[config.mk]
export PLATFORM = sky130hd
export DESIGN_NAME = uart_rx_ext
export DESIGN_NICKNAME = d
export VERILOG_FILES = /design/src/rtl/uart_pkg.sv /design/src/rtl/uart_rx_fifo.sv /design/src/rtl/uart_rx_ext.sv
export SDC_FILE = /design/constraint.sdc
export NUM_CORES = 1
export LEC_CHECK = 0
export ABC_AREA = 1
export CAP_MARGIN = 20
export CELL_PAD_IN_SITES_DETAIL_PLACEMENT = 1
export CELL_PAD_IN_SITES_GLOBAL_PLACEMENT = 1
export CORE_UTILIZATION = 51
export DETAILED_ROUTE_END_ITERATION = 16
export DONT_BUFFER_PORTS = 1
export PLACE_DENSITY = 0.94
export RECOVER_POWER = 50
export SLEW_MARGIN = 5
export SYNTH_ARGS = -nofsm -noshare
export SYNTH_HDL_FRONTEND = slang
export SYNTH_SLANG_ARGS = --single-unit
export TNS_END_PERCENT = 1
[constraint.sdc]
create_clock -name i_Clock -period 8.5 [get_ports i_Clock]
set_input_delay 1.7 -clock i_Clock [delete_from_list [all_inputs] [get_ports i_Clock]]
set_output_delay 1.7 -clock i_Clock [all_outputs]
set_load 0.01 [all_outputs]
[src/rtl/uart_pkg.sv]
// uart_pkg: shared UART receive types.
//   rx_state_e  - receiver FSM states
//   data_bits_e - i_Data_Bits encoding (00=5 .. 11=8 data bits)
//   rx_entry_t  - one receive FIFO word {break, frame_err, parity_err, data}
package uart_pkg;

  typedef enum logic [2:0] {
    ST_IDLE,
    ST_START,
    ST_DATA,
    ST_PARITY,
    ST_STOP1,
    ST_STOP2
  } rx_state_e;

  typedef enum logic [1:0] {
    DBITS_5 = 2'b00,
    DBITS_6 = 2'b01,
    DBITS_7 = 2'b10,
    DBITS_8 = 2'b11
  } data_bits_e;

  typedef struct packed {
    logic       brk;
    logic       frame_err;
    logic       parity_err;
    logic [7:0] data;
  } rx_entry_t;

  localparam int ENTRY_W = $bits(rx_entry_t);

  // Index of the last data bit for a given width code (5 bits -> 4 ... 8 bits -> 7).
  function automatic logic [2:0] last_bit_idx(data_bits_e db);
    return 3'd4 + {1'b0, db};
  endfunction

  function automatic logic maj3(logic a, logic b, logic c);
    return (a & b) | (a & c) | (b & c);
  endfunction

endpackage

[src/rtl/uart_rx_fifo.sv]
// uart_rx_fifo: synchronous FIFO for received words.
//   i_Clock, rst_i  - clock, async active-high reset (empties the FIFO)
//   push, wdata     - write request; accepted when not full, or when full and popping
//   pop             - read request; ignored when empty
//   rdata           - head word, forced to zero when empty
//   full, empty     - occupancy flags
module uart_rx_fifo #(
  parameter int DEPTH = 4,
  parameter int WIDTH = 11
) (
  input  logic             i_Clock,
  input  logic             rst_i,
  input  logic             push,
  input  logic [WIDTH-1:0] wdata,
  input  logic             pop,
  output logic [WIDTH-1:0] rdata,
  output logic             full,
  output logic             empty
);

  localparam int AW = $clog2(DEPTH);

  logic [WIDTH-1:0] mem [DEPTH];
  logic [AW:0]      wr_ptr, rd_ptr;
  logic             do_push, do_pop;

  // Extra pointer MSB distinguishes full from empty.
  assign empty   = (wr_ptr == rd_ptr);
  assign full    = (wr_ptr[AW] != rd_ptr[AW]) && (wr_ptr[AW-1:0] == rd_ptr[AW-1:0]);
  assign do_pop  = pop && !empty;
  // A pop in the same cycle frees the slot the write lands in.
  assign do_push = push && (!full || do_pop);

  always_ff @(posedge i_Clock or posedge rst_i) begin
    if (rst_i) begin
      wr_ptr <= '0;
      rd_ptr <= '0;
    end else begin
      if (do_push) wr_ptr <= wr_ptr + 1'b1;
      if (do_pop)  rd_ptr <= rd_ptr + 1'b1;
    end
  end

  always_ff @(posedge i_Clock) begin
    if (do_push) mem[wr_ptr[AW-1:0]] <= wdata;
  end

  assign rdata = empty ? '0 : mem[rd_ptr[AW-1:0]];

endmodule

[src/rtl/uart_rx_ext.sv]
// uart_rx_ext: configurable UART receiver with majority-vote sampling and a
// receive FIFO carrying per-word error flags.
//   i_Clock, rst_i   - clock, async active-high reset
//   i_Rx_Serial      - asynchronous serial input, idle high
//   i_Clks_Per_Bit   - bit period in clocks (>= 4)
//   i_Data_Bits      - 00=5 .. 11=8 data bits
//   i_Parity_En/Odd  - parity present / odd parity
//   i_Two_Stop       - two stop bits
//   i_Rx_Ready       - consumer takes the head word
//   i_Clr_Overrun    - clears the sticky overrun flag
//   o_Rx_Valid       - FIFO non-empty
//   o_Rx_Byte, o_Parity_Err, o_Frame_Err, o_Break - head word (zero when empty)
//   o_Overrun        - a word was dropped on a full FIFO
//   o_Busy           - receiver is mid-frame
module uart_rx_ext
  import uart_pkg::*;
#(
  parameter int CLKW  = 16,
  parameter int DEPTH = 4
) (
  input  logic            i_Clock,
  input  logic            rst_i,
  input  logic            i_Rx_Serial,
  input  logic [CLKW-1:0] i_Clks_Per_Bit,
  input  logic [1:0]      i_Data_Bits,
  input  logic            i_Parity_En,
  input  logic            i_Parity_Odd,
  input  logic            i_Two_Stop,
  input  logic            i_Rx_Ready,
  input  logic            i_Clr_Overrun,
  output logic            o_Rx_Valid,
  output logic [7:0]      o_Rx_Byte,
  output logic            o_Parity_Err,
  output logic            o_Frame_Err,
  output logic            o_Break,
  output logic            o_Overrun,
  output logic            o_Busy
);

  localparam logic [CLKW-1:0] ONE = CLKW'(1);

  // Synchronizer; reset to the idle level so a reset never looks like a start bit.
  logic rx_meta, rx_sync;

  always_ff @(posedge i_Clock or posedge rst_i) begin
    if (rst_i) begin
      rx_meta <= 1'b1;
      rx_sync <= 1'b1;
    end else begin
      rx_meta <= i_Rx_Serial;
      rx_sync <= rx_meta;
    end
  end

  rx_state_e       state, state_n;
  logic [CLKW-1:0] cnt, n_lat, half;
  data_bits_e      db_lat;
  logic            par_en_lat, par_odd_lat, two_lat;
  logic [2:0]      bit_idx;
  logic [7:0]      shreg;
  logic            samp_a, samp_b, par_bit, ferr, brk;

  logic            cell_end, at_lo, at_mid, at_hi, maj;
  logic            perr, stop_ferr, stop_brk, push;
  rx_entry_t       push_word, head;
  logic            fifo_full, fifo_empty, pop, drop;

  assign half     = n_lat >> 1;
  assign cell_end = (cnt == n_lat - ONE);
  assign at_lo    = (cnt == half - ONE);
  assign at_mid   = (cnt == half);
  assign at_hi    = (cnt == half + ONE);
  // Third vote is the live line value at count H+1.
  assign maj      = maj3(samp_a, samp_b, rx_sync);

  assign perr      = par_en_lat & (^shreg ^ par_bit ^ par_odd_lat);
  // Final stop decision: STOP2 folds its vote into the STOP1 result.
  assign stop_ferr = (state == ST_STOP2) ? (ferr | ~maj) : ~maj;
  assign stop_brk  = (state == ST_STOP2) ? brk : (~maj & (shreg == 8'd0) & ~par_bit);

  always_comb begin
    push_word = '{brk: stop_brk, frame_err: stop_ferr, parity_err: perr, data: shreg};
  end

  // Next-state logic
  always_comb begin
    state_n = state;
    push    = 1'b0;
    case (state)
      ST_IDLE:   if (!rx_sync) state_n = ST_START;
      ST_START: begin
        if (at_hi && maj)  state_n = ST_IDLE;  // glitch, not a start bit
        else if (cell_end) state_n = ST_DATA;
      end
      ST_DATA: begin
        if (cell_end && bit_idx == last_bit_idx(db_lat))
          state_n = par_en_lat ? ST_PARITY : ST_STOP1;
      end
      ST_PARITY: if (cell_end) state_n = ST_STOP1;
      ST_STOP1: begin
        // Single stop finishes mid-cell so back-to-back frames are not missed.
        if (!two_lat && at_hi) begin
          push    = 1'b1;
          state_n = ST_IDLE;
        end else if (two_lat && cell_end) begin
          state_n = ST_STOP2;
        end
      end
      ST_STOP2: begin
        if (at_hi) begin
          push    = 1'b1;
          state_n = ST_IDLE;
        end
      end
      default:   state_n = ST_IDLE;
    endcase
  end

  always_ff @(posedge i_Clock or posedge rst_i) begin
    if (rst_i) state <= ST_IDLE;
    else       state <= state_n;
  end

  // Frame datapath
  always_ff @(posedge i_Clock or posedge rst_i) begin
    if (rst_i) begin
      cnt         <= '0;
      n_lat       <= '0;
      db_lat      <= DBITS_8;
      par_en_lat  <= 1'b0;
      par_odd_lat <= 1'b0;
      two_lat     <= 1'b0;
      bit_idx     <= '0;
      shreg       <= '0;
      samp_a      <= 1'b1;
      samp_b      <= 1'b1;
      par_bit     <= 1'b0;
      ferr        <= 1'b0;
      brk         <= 1'b0;
    end else if (state == ST_IDLE) begin
      cnt     <= '0;
      bit_idx <= '0;
      if (!rx_sync) begin
        // Configuration is frozen for the whole frame.
        n_lat       <= i_Clks_Per_Bit;
        db_lat      <= data_bits_e'(i_Data_Bits);
        par_en_lat  <= i_Parity_En;
        par_odd_lat <= i_Parity_Odd;
        two_lat     <= i_Two_Stop;
        shreg       <= '0;
        par_bit     <= 1'b0;
        ferr        <= 1'b0;
        brk         <= 1'b0;
      end
    end else begin
      cnt <= cell_end ? '0 : cnt + ONE;
      if (at_lo)  samp_a <= rx_sync;
      if (at_mid) samp_b <= rx_sync;
      if (at_hi) begin
        case (state)
          ST_DATA:   shreg[bit_idx] <= maj;
          ST_PARITY: par_bit <= maj;
          ST_STOP1: begin
            ferr <= ~maj;
            brk  <= ~maj & (shreg == 8'd0) & ~par_bit;
          end
          default: ;
        endcase
      end
      if (state == ST_DATA && cell_end) bit_idx <= bit_idx + 3'd1;
    end
  end

  assign pop  = !fifo_empty && i_Rx_Ready;
  assign drop = push && fifo_full && !pop;

  uart_rx_fifo #(
    .DEPTH (DEPTH),
    .WIDTH (ENTRY_W)
  ) u_fifo (
    .i_Clock (i_Clock),
    .rst_i   (rst_i),
    .push    (push),
    .wdata   (push_word),
    .pop     (pop),
    .rdata   (head),
    .full    (fifo_full),
    .empty   (fifo_empty)
  );

  // Sticky overrun; a drop in the same cycle beats the clear.
  always_ff @(posedge i_Clock or posedge rst_i) begin
    if (rst_i)              o_Overrun <= 1'b0;
    else if (drop)          o_Overrun <= 1'b1;
    else if (i_Clr_Overrun) o_Overrun <= 1'b0;
  end

  assign o_Rx_Valid   = !fifo_empty;
  assign o_Rx_Byte    = head.data;
  assign o_Parity_Err = head.parity_err;
  assign o_Frame_Err  = head.frame_err;
  assign o_Break      = head.brk;
  assign o_Busy       = (state != ST_IDLE);

endmodule

==> impl_results.md <==
- Endpoints failing setup: 0
- Total net switching power: 1.07 mW
- Worst slew margin: -135%
- Async S/R FF share, synth: 59.6%
- Avg Inst Size Synth: 7.64 um2
- Horiz. Die Dim: 115 um
- Latest clock arrival within the worst-skew pair: 370 ps
- TritonCTS clock tree: done
- Antenna-violating nets left: 0
- Wirelength per Cell: 19.2 um
- Initial antenna violation count: 0
- Setup Buffers After CTS: 0
- First-pass GRT wire length: 31,600 um
- Sw Ratio: 48.3%
- Min-Delay Endpoint: rx_sync
- Crit path max-delay family: buffers and inverters
- Reg2Reg Depth: 8
- Initial Utilization: 52.1%
- Cts repair resizes: 0
- IO buf count: 0
- Failing checks: capacitance limit, slew limit
- Reg2Reg Launch Point: u_fifo.rd_ptr[0]
- Die Y: 115 um
- Pleak: 3.07 nW
- WL final: 19,700 um
- Critical-path cell list: inv_1 > clkbuf_1
- Grt total ovfl: 0
- Critical-path top delay cell: clkbuf_1
- GPL Wtd Cong: 0.939
- N_diodes: 0
- Worst Hold Depth: 0
- P&R area growth vs syn: 6.30%
- Hold path startpoint: rx_meta
- Vias per cell: 5.73
- Max incr delay on CP: 2450 ps
- H-tree depth: 3
- Min Clock Period, post-route: 4570 ps
- R2R setup slack: 4590 ps
- CP Data Arrival Time: 4250 ps
- Synth warnings: 0
- Post-synthesis cell count: 857
- Fmax: 0.219 GHz
- CP Capture Type: async pin
- Post-route setup slack: 3930 ps
- Die area: 13,300 um2
- GRT Util Overall: 31.5%
- Layout cells sized above 1: 5.62%
- Final period utilization: 53.7%
- Most frequent cells in the layout: nand2_1, nor2_1, inv_1
- Seq cells post-synth: 109
- Nets: 889
- Critical path required time: 8180 ps
- Pwr dens: 318 nW/um2
- # IOs: 40
- Clk Tree Root Cell: clkbuf_16
- Post-Syn Nets: 897
- Num CTS Buffers: 9
- Fillers: 1,590
- Library cells used by synthesis: 44
- Final hold violation count: 0
- Hpwl dp: 14,600 um
- RR Endpoint: u_fifo.mem[0][5]
- Hold_buf cts: 0
- Multi-input gate area: 3100 um2
- DP Cell Count: 1,007
- Number of flops mapped to enable cells by yosys: 44
- RSZ-0062 raised after global routing: no
- Dpl ws: 4440 ps
- Startpoint class of the critical path: input pin
- Clock sinks: 109
- Clock network power share: 18.9%
- DRC: 0
- Register Area: 2960 um2
- Fin Setup TNS: 0 ps
- Sequential share of the synthesized area: 45.1%
- Commonest non-fill, non-tap cell in the layout: nand2_1
- WP buf/inv: 2
- Syn Std Cell Area: 6550 um2
- Largest net degree at the start of global routing: 66
- CP Max Fanout: 65
- Initial DRC Count: 493
- Least-Margin Pin Slew: 3520 ps
- Rows: 41
- Main synth FF type: dfrtp_1
- Hold crit path type: register to register
- Core Region: 12,600 um2
- Status: complete, but fails checks
- Final Power: 2.22 mW
- Longest Clk Path Bufs: 2
- Non-Filler Instances: 1,026
- Max-cap violations: 2
- Clock skew: 9.09 ps
- Gate power share: 45.6%
- Vias in the first global route: 6,282
- Seq pwr share: 35.5%
- Critical Path Start: rst_i
- Max VDD drop: 0.169 mV
- Internal cell power: 1.15 mW
- Clock-pin slew on the worst setup and hold paths: 70 ps
- Via count: 5,878
- CP Class: input pin to async pin
- Max Slew Vio Count: 103
- TritonRoute pass-1 iters: 6
[registers in the layout, summed over array words and instances, names as in the netlist]
register / count
shreg: 8
brk: 1
state: 3
u_fifo.wr_ptr: 3
rx_sync: 1
ferr: 1
n_lat: 16
par_odd_lat: 1
samp_b: 1
par_bit: 1
o_Overrun: 1
rx_meta: 1
two_lat: 1
db_lat: 2
u_fifo.rd_ptr: 3
u_fifo.mem: 44
bit_idx: 3
cnt: 16
samp_a: 1
par_en_lat: 1
[through the flow]
step                utilization [%]  cell area, um2  hold slack [ps]
CTS                            55.3            6940              362
global placement               53.0            6660              346
floorplan                         -            6550              345
global route                   55.4            6960              369
detailed placement             53.0            6660              351
finish                         55.4            6960              360
[cell families after synthesis]
kind of cell / synth area share, %
adder cells (fa/ha/maj): 2.67
buffers and inverters: 7.49
flip-flops: 45.1
XOR/XNOR: 6.21
AO/OA/AOI/OAI: 7.13
AND/OR/NAND/NOR: 31.2
multiplexers: 0.172
[cell usage after synthesis (all sizes together) (3+ instances only)]
cell type	n	share of area, %
o31ai	3	0.34
dfstp	6	2.4
nand3	38	3.2
xnor2	17	2.4
nand2	270	16
xor2	26	3.5
ha	14	2.7
o32ai	11	1.5
dfrtp	59	23
a21oi	10	0.76
nor3	23	2.0
nor3b	3	0.34
edfxtp	44	20
nor2	135	8.5
nand4	12	1.1
inv	98	5.6
o21ai	50	3.8
buf	12	1.1
clkbuf	12	0.76
[worst max path at each step]
stage | end | slack (ps) | cells past startpoint
after floorplan | bit_idx[0] | 5180 | 1
after global placement | o_Rx_Byte[6] | 4720 | 6
after detailed placement | u_fifo.mem[1][10] | 4440 | 8
after CTS | o_Rx_Byte[6] | 4050 | 6
after global routing | shreg[5] | 3200 | 2
final | shreg[5] | 3930 | 2
[power groups by stage]
stage | clock network, mW | logic [mW] | registers [mW]
after floorplan | 0 | 0.809 | 0.698
after global placement | 0 | 0.892 | 0.781
after detailed placement | 0 | 0.985 | 0.791
after CTS | 0.421 | 1.00 | 0.783
after global routing | 0.435 | 1.13 | 0.801
final | 0.418 | 1.01 | 0.787
[layer usage]
| metal | wire [um] | share of wire [%] | vias up | GRT usage, % |
|---|---|---|---|---|
| met1 | 8230 | 42 | 2920 | 37.3 |
| met4 | 768 | 3.9 | 0 | 18.5 |
| met3 | 855 | 4.3 | 54 | 4.69 |
| met5 | 0 | 0 | - | 0 |
| li1 | - | - | 2716 | - |
| met2 | 9810 | 50 | 188 | 54.4 |
[layout make-up]
class	count	area share [%]
Timing Repair Buffer	5	0.485
Clock inverter	6	0.773
Tap cell	172	3.09
Sequential cell	109	42.4
Inverter	99	5.34
Multi-Input combinational cell	625	44.6
Clock buffer	10	3.29
Power figures use the tool's default switching activity.
